`config.mk`:
```
export PLATFORM = sky130hd
export DESIGN_NAME = id_ex_pipeline_register_flat
export DESIGN_NICKNAME = d
export VERILOG_FILES = /design/src/rtl/id_ex_pipeline_register_if.sv /design/src/rtl/id_ex_pipeline_register.sv /design/src/flat_wrapper.sv
export SDC_FILE = /design/constraint.sdc
export NUM_CORES = 1
export LEC_CHECK = 0
export ABC_AREA = 0
export CORE_MARGIN = 2
export CORE_UTILIZATION = 40
export CTS_CLUSTER_DIAMETER = 80
export DETAILED_ROUTE_END_ITERATION = 16
export GPL_ROUTABILITY_DRIVEN = 0
export GPL_TIMING_DRIVEN = 0
export HOLD_SLACK_MARGIN = 0.03
export PLACE_DENSITY = 0.81
export SETUP_SLACK_MARGIN = 0.02
export SKIP_CTS_REPAIR_TIMING = 1
export SLEW_MARGIN = 0
export SYNTH_ARGS = -nofsm -noshare
export SYNTH_HDL_FRONTEND = slang
export SYNTH_SLANG_ARGS = --single-unit
```
`constraint.sdc`:
```
create_clock -name clk -period 2 [get_ports clk]
set_input_delay 0.5 -clock clk [delete_from_list [all_inputs] [get_ports clk]]
set_output_delay 0.5 -clock clk [all_outputs]
set_load 0.01 [all_outputs]
```
`src/rtl/id_ex_pipeline_register_if.sv`:
```
// Decode-to-execute bundle: decoded control, operands, handshake.
// Shared by the control decoder side (master) and the ID/EX register (slave).
interface id_ex_pipeline_register_if #(
   parameter int XLEN = 32
);
   logic            id_write;
   logic            id_store;
   logic            id_load;
   logic            id_branch;
   logic [1:0]      id_alu_operand_a_selector;
   logic            id_alu_operand_b_selector;
   logic [1:0]      id_immediate_selector;
   logic [1:0]      id_next_pc_selector;
   logic [2:0]      id_alu_operations_selector;
   logic [XLEN-1:0] id_pc;
   logic [XLEN-1:0] id_rs1_data;
   logic [XLEN-1:0] id_rs2_data;
   logic [XLEN-1:0] id_immediate;
   logic [4:0]      id_rd;
   logic [4:0]      id_rs1;
   logic [4:0]      id_rs2;
   logic [2:0]      id_funct3;
   logic            id_rs1_used;
   logic            id_rs2_used;
   logic            id_valid;
   logic            ex_hold;
   logic            flush;

   logic            ex_write;
   logic            ex_store;
   logic            ex_load;
   logic            ex_branch;
   logic [1:0]      ex_alu_operand_a_selector;
   logic            ex_alu_operand_b_selector;
   logic [1:0]      ex_immediate_selector;
   logic [1:0]      ex_next_pc_selector;
   logic [2:0]      ex_alu_operations_selector;
   logic [XLEN-1:0] ex_pc;
   logic [XLEN-1:0] ex_rs1_data;
   logic [XLEN-1:0] ex_rs2_data;
   logic [XLEN-1:0] ex_immediate;
   logic [4:0]      ex_rd;
   logic [4:0]      ex_rs1;
   logic [4:0]      ex_rs2;
   logic [2:0]      ex_funct3;
   logic            ex_valid;
   logic            id_stall;
   logic [15:0]     bubble_count;

   modport master (
      output id_write, id_store, id_load, id_branch,
      output id_alu_operand_a_selector, id_alu_operand_b_selector,
      output id_immediate_selector, id_next_pc_selector,
      output id_alu_operations_selector,
      output id_pc, id_rs1_data, id_rs2_data, id_immediate,
      output id_rd, id_rs1, id_rs2, id_funct3,
      output id_rs1_used, id_rs2_used, id_valid,
      output ex_hold, flush,
      input  ex_write, ex_store, ex_load, ex_branch,
      input  ex_alu_operand_a_selector, ex_alu_operand_b_selector,
      input  ex_immediate_selector, ex_next_pc_selector,
      input  ex_alu_operations_selector,
      input  ex_pc, ex_rs1_data, ex_rs2_data, ex_immediate,
      input  ex_rd, ex_rs1, ex_rs2, ex_funct3,
      input  ex_valid, id_stall, bubble_count
   );

   modport slave (
      input  id_write, id_store, id_load, id_branch,
      input  id_alu_operand_a_selector, id_alu_operand_b_selector,
      input  id_immediate_selector, id_next_pc_selector,
      input  id_alu_operations_selector,
      input  id_pc, id_rs1_data, id_rs2_data, id_immediate,
      input  id_rd, id_rs1, id_rs2, id_funct3,
      input  id_rs1_used, id_rs2_used, id_valid,
      input  ex_hold, flush,
      output ex_write, ex_store, ex_load, ex_branch,
      output ex_alu_operand_a_selector, ex_alu_operand_b_selector,
      output ex_immediate_selector, ex_next_pc_selector,
      output ex_alu_operations_selector,
      output ex_pc, ex_rs1_data, ex_rs2_data, ex_immediate,
      output ex_rd, ex_rs1, ex_rs2, ex_funct3,
      output ex_valid, id_stall, bubble_count
   );
endinterface

```
`src/rtl/id_ex_pipeline_register.sv`:
```
// ID/EX pipeline register with flush, hold and load-use bubble injection.
// Define HAZARD_DETECT_EN to enable load-use detection and bubble_count.
module id_ex_pipeline_register #(
   parameter int XLEN = 32
) (
   input logic                  clk,
   input logic                  rst,
   id_ex_pipeline_register_if.slave bus
);
   typedef struct packed {
      logic       write;
      logic       store;
      logic       load;
      logic       branch;
      logic [1:0] asel;
      logic       bsel;
      logic [1:0] isel;
      logic [1:0] npc;
      logic [2:0] alu;
   } ctrl_t;

   typedef struct packed {
      logic [XLEN-1:0] pc;
      logic [XLEN-1:0] rs1_data;
      logic [XLEN-1:0] rs2_data;
      logic [XLEN-1:0] imm;
      logic [4:0]      rd;
      logic [4:0]      rs1;
      logic [4:0]      rs2;
      logic [2:0]      funct3;
   } data_t;

   ctrl_t r_ctrl;
   data_t r_data;
   logic  r_valid;
   ctrl_t w_ctrl_in;
   data_t w_data_in;
   logic  w_hazard;
   logic  w_bubble;

   assign w_ctrl_in = '{
      write:  bus.id_write,
      store:  bus.id_store,
      load:   bus.id_load,
      branch: bus.id_branch,
      asel:   bus.id_alu_operand_a_selector,
      bsel:   bus.id_alu_operand_b_selector,
      isel:   bus.id_immediate_selector,
      npc:    bus.id_next_pc_selector,
      alu:    bus.id_alu_operations_selector
   };

   assign w_data_in = '{
      pc:       bus.id_pc,
      rs1_data: bus.id_rs1_data,
      rs2_data: bus.id_rs2_data,
      imm:      bus.id_immediate,
      rd:       bus.id_rd,
      rs1:      bus.id_rs1,
      rs2:      bus.id_rs2,
      funct3:   bus.id_funct3
   };

`ifdef HAZARD_DETECT_EN
   logic [15:0] r_bubble_count;

   // Load in EX whose nonzero rd is read by the real instruction in ID.
   assign w_hazard = r_valid & r_ctrl.load & (r_data.rd != 5'd0)
                   & bus.id_valid
                   & ((bus.id_rs1_used & (bus.id_rs1 == r_data.rd))
                    | (bus.id_rs2_used & (bus.id_rs2 == r_data.rd)));

   // Count injected bubbles, saturating so the counter never wraps.
   always_ff @(posedge clk) begin
      if (rst)
         r_bubble_count <= '0;
      else if (!bus.flush && w_bubble && r_bubble_count != 16'hFFFF)
         r_bubble_count <= r_bubble_count + 16'd1;
   end

   assign bus.bubble_count = r_bubble_count;
`else
   logic w_unused_used_bits;

   assign w_unused_used_bits = bus.id_rs1_used ^ bus.id_rs2_used;
   assign w_hazard           = 1'b0;
   assign bus.bubble_count   = '0;
`endif

   // A held EX stage absorbs the hazard: the load stays put, decode waits.
   assign w_bubble     = w_hazard & ~bus.ex_hold;
   assign bus.id_stall = w_hazard | bus.ex_hold;

   // Priority: reset, flush, bubble, hold, capture. Bubbles keep data.
   always_ff @(posedge clk) begin
      if (rst) begin
         r_ctrl  <= '0;
         r_data  <= '0;
         r_valid <= 1'b0;
      end else if (bus.flush || w_bubble) begin
         r_ctrl  <= '0;
         r_valid <= 1'b0;
      end else if (!bus.ex_hold) begin
         r_ctrl  <= w_ctrl_in;
         r_data  <= w_data_in;
         r_valid <= bus.id_valid;
      end
   end

   assign bus.ex_write                   = r_ctrl.write;
   assign bus.ex_store                   = r_ctrl.store;
   assign bus.ex_load                    = r_ctrl.load;
   assign bus.ex_branch                  = r_ctrl.branch;
   assign bus.ex_alu_operand_a_selector  = r_ctrl.asel;
   assign bus.ex_alu_operand_b_selector  = r_ctrl.bsel;
   assign bus.ex_immediate_selector      = r_ctrl.isel;
   assign bus.ex_next_pc_selector        = r_ctrl.npc;
   assign bus.ex_alu_operations_selector = r_ctrl.alu;
   assign bus.ex_pc                      = r_data.pc;
   assign bus.ex_rs1_data                = r_data.rs1_data;
   assign bus.ex_rs2_data                = r_data.rs2_data;
   assign bus.ex_immediate               = r_data.imm;
   assign bus.ex_rd                      = r_data.rd;
   assign bus.ex_rs1                     = r_data.rs1;
   assign bus.ex_rs2                     = r_data.rs2;
   assign bus.ex_funct3                  = r_data.funct3;
   assign bus.ex_valid                   = r_valid;
endmodule

```
`src/flat_wrapper.sv`:
```
// flat-port wrapper written by rule: the top's interface ports become plain ports
module id_ex_pipeline_register_flat 
#(
   parameter int XLEN = 32
)
  (clk, rst, bus_id_write, bus_id_store, bus_id_load, bus_id_branch, bus_id_alu_operand_a_selector, bus_id_alu_operand_b_selector, bus_id_immediate_selector, bus_id_next_pc_selector, bus_id_alu_operations_selector, bus_id_pc, bus_id_rs1_data, bus_id_rs2_data, bus_id_immediate, bus_id_rd, bus_id_rs1, bus_id_rs2, bus_id_funct3, bus_id_rs1_used, bus_id_rs2_used, bus_id_valid, bus_ex_hold, bus_flush, bus_ex_write, bus_ex_store, bus_ex_load, bus_ex_branch, bus_ex_alu_operand_a_selector, bus_ex_alu_operand_b_selector, bus_ex_immediate_selector, bus_ex_next_pc_selector, bus_ex_alu_operations_selector, bus_ex_pc, bus_ex_rs1_data, bus_ex_rs2_data, bus_ex_immediate, bus_ex_rd, bus_ex_rs1, bus_ex_rs2, bus_ex_funct3, bus_ex_valid, bus_id_stall, bus_bubble_count);
  id_ex_pipeline_register_if #(.XLEN(XLEN)) bus_i ();
  input logic clk;
  input logic rst;
  input wire logic [$bits(bus_i.id_write)-1:0] bus_id_write;
  input wire logic [$bits(bus_i.id_store)-1:0] bus_id_store;
  input wire logic [$bits(bus_i.id_load)-1:0] bus_id_load;
  input wire logic [$bits(bus_i.id_branch)-1:0] bus_id_branch;
  input wire logic [$bits(bus_i.id_alu_operand_a_selector)-1:0] bus_id_alu_operand_a_selector;
  input wire logic [$bits(bus_i.id_alu_operand_b_selector)-1:0] bus_id_alu_operand_b_selector;
  input wire logic [$bits(bus_i.id_immediate_selector)-1:0] bus_id_immediate_selector;
  input wire logic [$bits(bus_i.id_next_pc_selector)-1:0] bus_id_next_pc_selector;
  input wire logic [$bits(bus_i.id_alu_operations_selector)-1:0] bus_id_alu_operations_selector;
  input wire logic [$bits(bus_i.id_pc)-1:0] bus_id_pc;
  input wire logic [$bits(bus_i.id_rs1_data)-1:0] bus_id_rs1_data;
  input wire logic [$bits(bus_i.id_rs2_data)-1:0] bus_id_rs2_data;
  input wire logic [$bits(bus_i.id_immediate)-1:0] bus_id_immediate;
  input wire logic [$bits(bus_i.id_rd)-1:0] bus_id_rd;
  input wire logic [$bits(bus_i.id_rs1)-1:0] bus_id_rs1;
  input wire logic [$bits(bus_i.id_rs2)-1:0] bus_id_rs2;
  input wire logic [$bits(bus_i.id_funct3)-1:0] bus_id_funct3;
  input wire logic [$bits(bus_i.id_rs1_used)-1:0] bus_id_rs1_used;
  input wire logic [$bits(bus_i.id_rs2_used)-1:0] bus_id_rs2_used;
  input wire logic [$bits(bus_i.id_valid)-1:0] bus_id_valid;
  input wire logic [$bits(bus_i.ex_hold)-1:0] bus_ex_hold;
  input wire logic [$bits(bus_i.flush)-1:0] bus_flush;
  output wire logic [$bits(bus_i.ex_write)-1:0] bus_ex_write;
  output wire logic [$bits(bus_i.ex_store)-1:0] bus_ex_store;
  output wire logic [$bits(bus_i.ex_load)-1:0] bus_ex_load;
  output wire logic [$bits(bus_i.ex_branch)-1:0] bus_ex_branch;
  output wire logic [$bits(bus_i.ex_alu_operand_a_selector)-1:0] bus_ex_alu_operand_a_selector;
  output wire logic [$bits(bus_i.ex_alu_operand_b_selector)-1:0] bus_ex_alu_operand_b_selector;
  output wire logic [$bits(bus_i.ex_immediate_selector)-1:0] bus_ex_immediate_selector;
  output wire logic [$bits(bus_i.ex_next_pc_selector)-1:0] bus_ex_next_pc_selector;
  output wire logic [$bits(bus_i.ex_alu_operations_selector)-1:0] bus_ex_alu_operations_selector;
  output wire logic [$bits(bus_i.ex_pc)-1:0] bus_ex_pc;
  output wire logic [$bits(bus_i.ex_rs1_data)-1:0] bus_ex_rs1_data;
  output wire logic [$bits(bus_i.ex_rs2_data)-1:0] bus_ex_rs2_data;
  output wire logic [$bits(bus_i.ex_immediate)-1:0] bus_ex_immediate;
  output wire logic [$bits(bus_i.ex_rd)-1:0] bus_ex_rd;
  output wire logic [$bits(bus_i.ex_rs1)-1:0] bus_ex_rs1;
  output wire logic [$bits(bus_i.ex_rs2)-1:0] bus_ex_rs2;
  output wire logic [$bits(bus_i.ex_funct3)-1:0] bus_ex_funct3;
  output wire logic [$bits(bus_i.ex_valid)-1:0] bus_ex_valid;
  output wire logic [$bits(bus_i.id_stall)-1:0] bus_id_stall;
  output wire logic [$bits(bus_i.bubble_count)-1:0] bus_bubble_count;
  assign bus_i.id_write = bus_id_write;
  assign bus_i.id_store = bus_id_store;
  assign bus_i.id_load = bus_id_load;
  assign bus_i.id_branch = bus_id_branch;
  assign bus_i.id_alu_operand_a_selector = bus_id_alu_operand_a_selector;
  assign bus_i.id_alu_operand_b_selector = bus_id_alu_operand_b_selector;
  assign bus_i.id_immediate_selector = bus_id_immediate_selector;
  assign bus_i.id_next_pc_selector = bus_id_next_pc_selector;
  assign bus_i.id_alu_operations_selector = bus_id_alu_operations_selector;
  assign bus_i.id_pc = bus_id_pc;
  assign bus_i.id_rs1_data = bus_id_rs1_data;
  assign bus_i.id_rs2_data = bus_id_rs2_data;
  assign bus_i.id_immediate = bus_id_immediate;
  assign bus_i.id_rd = bus_id_rd;
  assign bus_i.id_rs1 = bus_id_rs1;
  assign bus_i.id_rs2 = bus_id_rs2;
  assign bus_i.id_funct3 = bus_id_funct3;
  assign bus_i.id_rs1_used = bus_id_rs1_used;
  assign bus_i.id_rs2_used = bus_id_rs2_used;
  assign bus_i.id_valid = bus_id_valid;
  assign bus_i.ex_hold = bus_ex_hold;
  assign bus_i.flush = bus_flush;
  assign bus_ex_write = bus_i.ex_write;
  assign bus_ex_store = bus_i.ex_store;
  assign bus_ex_load = bus_i.ex_load;
  assign bus_ex_branch = bus_i.ex_branch;
  assign bus_ex_alu_operand_a_selector = bus_i.ex_alu_operand_a_selector;
  assign bus_ex_alu_operand_b_selector = bus_i.ex_alu_operand_b_selector;
  assign bus_ex_immediate_selector = bus_i.ex_immediate_selector;
  assign bus_ex_next_pc_selector = bus_i.ex_next_pc_selector;
  assign bus_ex_alu_operations_selector = bus_i.ex_alu_operations_selector;
  assign bus_ex_pc = bus_i.ex_pc;
  assign bus_ex_rs1_data = bus_i.ex_rs1_data;
  assign bus_ex_rs2_data = bus_i.ex_rs2_data;
  assign bus_ex_immediate = bus_i.ex_immediate;
  assign bus_ex_rd = bus_i.ex_rd;
  assign bus_ex_rs1 = bus_i.ex_rs1;
  assign bus_ex_rs2 = bus_i.ex_rs2;
  assign bus_ex_funct3 = bus_i.ex_funct3;
  assign bus_ex_valid = bus_i.ex_valid;
  assign bus_id_stall = bus_i.id_stall;
  assign bus_bubble_count = bus_i.bubble_count;
  id_ex_pipeline_register #(.XLEN(XLEN)) u_core (.clk(clk), .rst(rst), .bus(bus_i));
endmodule
```
==> flow_summary.toml <==
[sta]
rsz0062_at_grt = "false"
holdWs_ns = 0.472
fin_crit_sh = 0.944
relSlewSlack = 0.565
final.min_clock_period_ns = 1.89
tns_ns = 0
finalSetupViolations = 0
final_max_slew_viol_count = 0
max_freq_mhz = 530
finClkSkew_ns = 0
worst_slack_ns = 0.113
worstMarginPinSlew_ns = 0.652
finalHoldViolations = 0

[layout]
diodes = 0
layout-drive-gt1-share = 0.0598
syn_to_final_growth_pct = 61.5
layout.nets = 1258

[place]
portBuffers = 325
hpwl_mm = 17.2
dpl_worst_slack_ns = -0.466

[drt]
drt-total-wl_mm = 23.0
avgViaCountPerCell = 5.13
drt_iter0_markers = 308
wl_per_cell_um = 17.4
drt.antenna.violating_nets = 0
drtPass1Iterations = 5
vias = 6795
drc = 0

[synth]
yosysTopAreaCellShare = 0.478
ys_async_sr_fraction = 0
synth_enable_flop_cells = 0
synth_area_leader_cell = "dfxtp_1"
synth_warnings = 0
yosys.cell_count.top_type = "dfxtp_1"
synthesis.area_sq_mm = 0.00675
synth_cells = 732
synth-seq-area-share = 0.478
yosys_register_bits = 161
synth_ff_type = "dfxtp_1"
synth_area_leaders = "dfxtp_1, or3b_1, a21oi_1"
yosysUniqueCellTypes = 13
synth_common_cells = "dfxtp_1, a21oi_1, o21ai_0, or3b_1, clkbuf_1"
syn_area_per_cell_sq_um = 9.22

[floorplanning]
fp.dieW_um = 134
coreArea_sq_mm = 0.0165
dieHeight_um = 134
die_area_sq_mm = 0.0179
num_io_pins = 345
rows = 47
initial_utilization = 0.408

[setup_path]
critPathKind = "reg -> out"
worstPathCellList = "clkdlybuf4s50_1"
crit_arrival_ns = 1.39
timing.rr.end = "u_core.bus.ex_immediate[18]"
required_ns = 1.50
reg2reg_from = "u_core.bus.ex_immediate[18]"
r2r_slack_ns = 1.27
critical_path.max_fanout = 2
critPathBufInv = 1
max_stage_delay_ns = 0.57
crit_path_end_kind = "primary output"
rr_worst_depth = 2
cp_top_family = "buffers and inverters"
startpoint_type = "flop"
crit_path_start = "u_core.bus.ex_rs1_data[19]"
crit_path_top_delay_cell = "clkdlybuf4s50_1"

[clocking]
cts_buffer_depth = 2
cts.sinks = 161
clk_pin_slew_ns = 0.06
numCtsBuffers = 17
cts-root-buf = "clkbuf_16"
h-tree-depth = 4
clk_latency_ns = 0.42
cts_tree = "done"

[global_routing]
grtUsageMet1 = 0.286
grt_max_degree = 17
grt.overflow.total = 0
grt_pass1_vias = 6402
antenna_found_initial = 0
gr-usage-met2 = 0.426
grt_usage = 0.245
grtUsageMet3 = 0.0756
grt_pass1_wl_mm = 34.5
top_usage_layer = "met2"

[worst_hold_path]
hold_end = "u_core.bus.ex_pc[5]"
hp-class = "reg -> reg"
hold-path-cell-count = 2
worst_hold_startpoint = "u_core.bus.ex_pc[5]"

[run_status]
status = "completed"

[run]
maxCapViolations = 0

[power]
p_per_area_mw_per_mm2 = 717
ir_drop_mv = 0.576
power.leakage_nw = 3.90
how the worst max path moves through the flow:
stage | endpoint | slack, ns | depth (start not counted)
floorplan | u_core.bus.ex_immediate[10] | 0.47 | 6
global placement | u_core.bus.ex_rs2_data[31] | -0.42 | 5
detailed placement | u_core.bus.ex_rs2_data[31] | -0.47 | 5
CTS | u_core.bus.ex_immediate[25] | -0.009 | 5
global route | u_core.bus.ex_pc[12] | 0.07 | 4
finish | bus_ex_rs1_data[19] | 0.11 | 1
where the power goes:
part / switching [mW] / internal, mW / leakage (nW)
Combinational: 0.538 / 0.742 / 2.31
Clock: 1.30 / 1.81 / 0.266
Sequential: 0.0736 / 3.35 / 1.32
placed cells by master (no fill, tap or decap), drive strengths merged:
cell	instances
or2	1
dfxtp	161
clkinv	4
nor2	15
mux2i	15
or3b	146
bufinv	1
o21ai	146
clkdlybuf4s50	325
a21oi	146
conb	16
buf	34
clkinvlp	3
clkbuf	91
routing by layer:
| layer | part of all wire | vias to the layer above | routed length (um) |
|---|---|---|---|
| met4 | 0.020 | 0 | 456 |
| met3 | 0.089 | 30 | 2040 |
| met5 | 0 | - | 0 |
| met1 | 0.39 | 3162 | 8980 |
| li1 | - | 3310 | - |
| met2 | 0.50 | 293 | 11500 |
stage by stage:
| step | power [mW] | util | instances | instance area (sq um) |
|---|---|---|---|---|
| floorplan | 4.01 | - | 747 | 6810 |
| detailed placement | 4.77 | 0.625 | 1292 | 10300 |
| global route | 8.08 | 0.660 | 1324 | 10900 |
| global placement | 4.76 | 0.625 | 1292 | 10300 |
| finish | 7.82 | 0.660 | 1324 | 10900 |
| CTS | 7.86 | 0.659 | 1324 | 10900 |
worst min-delay path, cell delays in order, from the launching register on:
cell and delay [ns]:
dfxtp_1 0.30, o21ai_0 0.06, a21oi_1 0.06
state kept, by name, indices dropped and copies added, names as in the netlist, 3 cells and up:
name,cells
u_core.bus.ex_pc,32
u_core.bus.ex_rs1,5
u_core.bus.ex_immediate,32
u_core.bus.ex_rs1_data,32
u_core.bus.ex_funct3,3
u_core.bus.ex_rs2,5
u_core.bus.ex_rd,5
u_core.bus.ex_rs2_data,32
u_core.bus.ex_alu_operations_selector,3
final cells by class:
| type | count | area [sq um] |
|---|---|---|
| Sequential cell | 161 | 3220 |
| Buffer | 101 | 573 |
| Multi-Input combinational cell | 485 | 3010 |
| Tap cell | 220 | 275 |
| Clock inverter | 8 | 80.1 |
| Timing Repair Buffer | 325 | 3250 |
| Clock buffer | 24 | 482 |
| Fill cell | 1364 | 5630 |
kinds of logic (layout without fill, tap and decap cells):
family / Yosys count / in the layout / share of synthesized area
muxes: 15 / 15 / 0.0222
DFF: 161 / 161 / 0.478
other: 1 / 16 / 0.000556
buffers and inverters: 101 / 458 / 0.0844
AOI/OAI and AO/OA: 292 / 292 / 0.217
and+or+nand+nor: 162 / 162 / 0.199
Note: power is estimated with default switching activity, not from simulation.
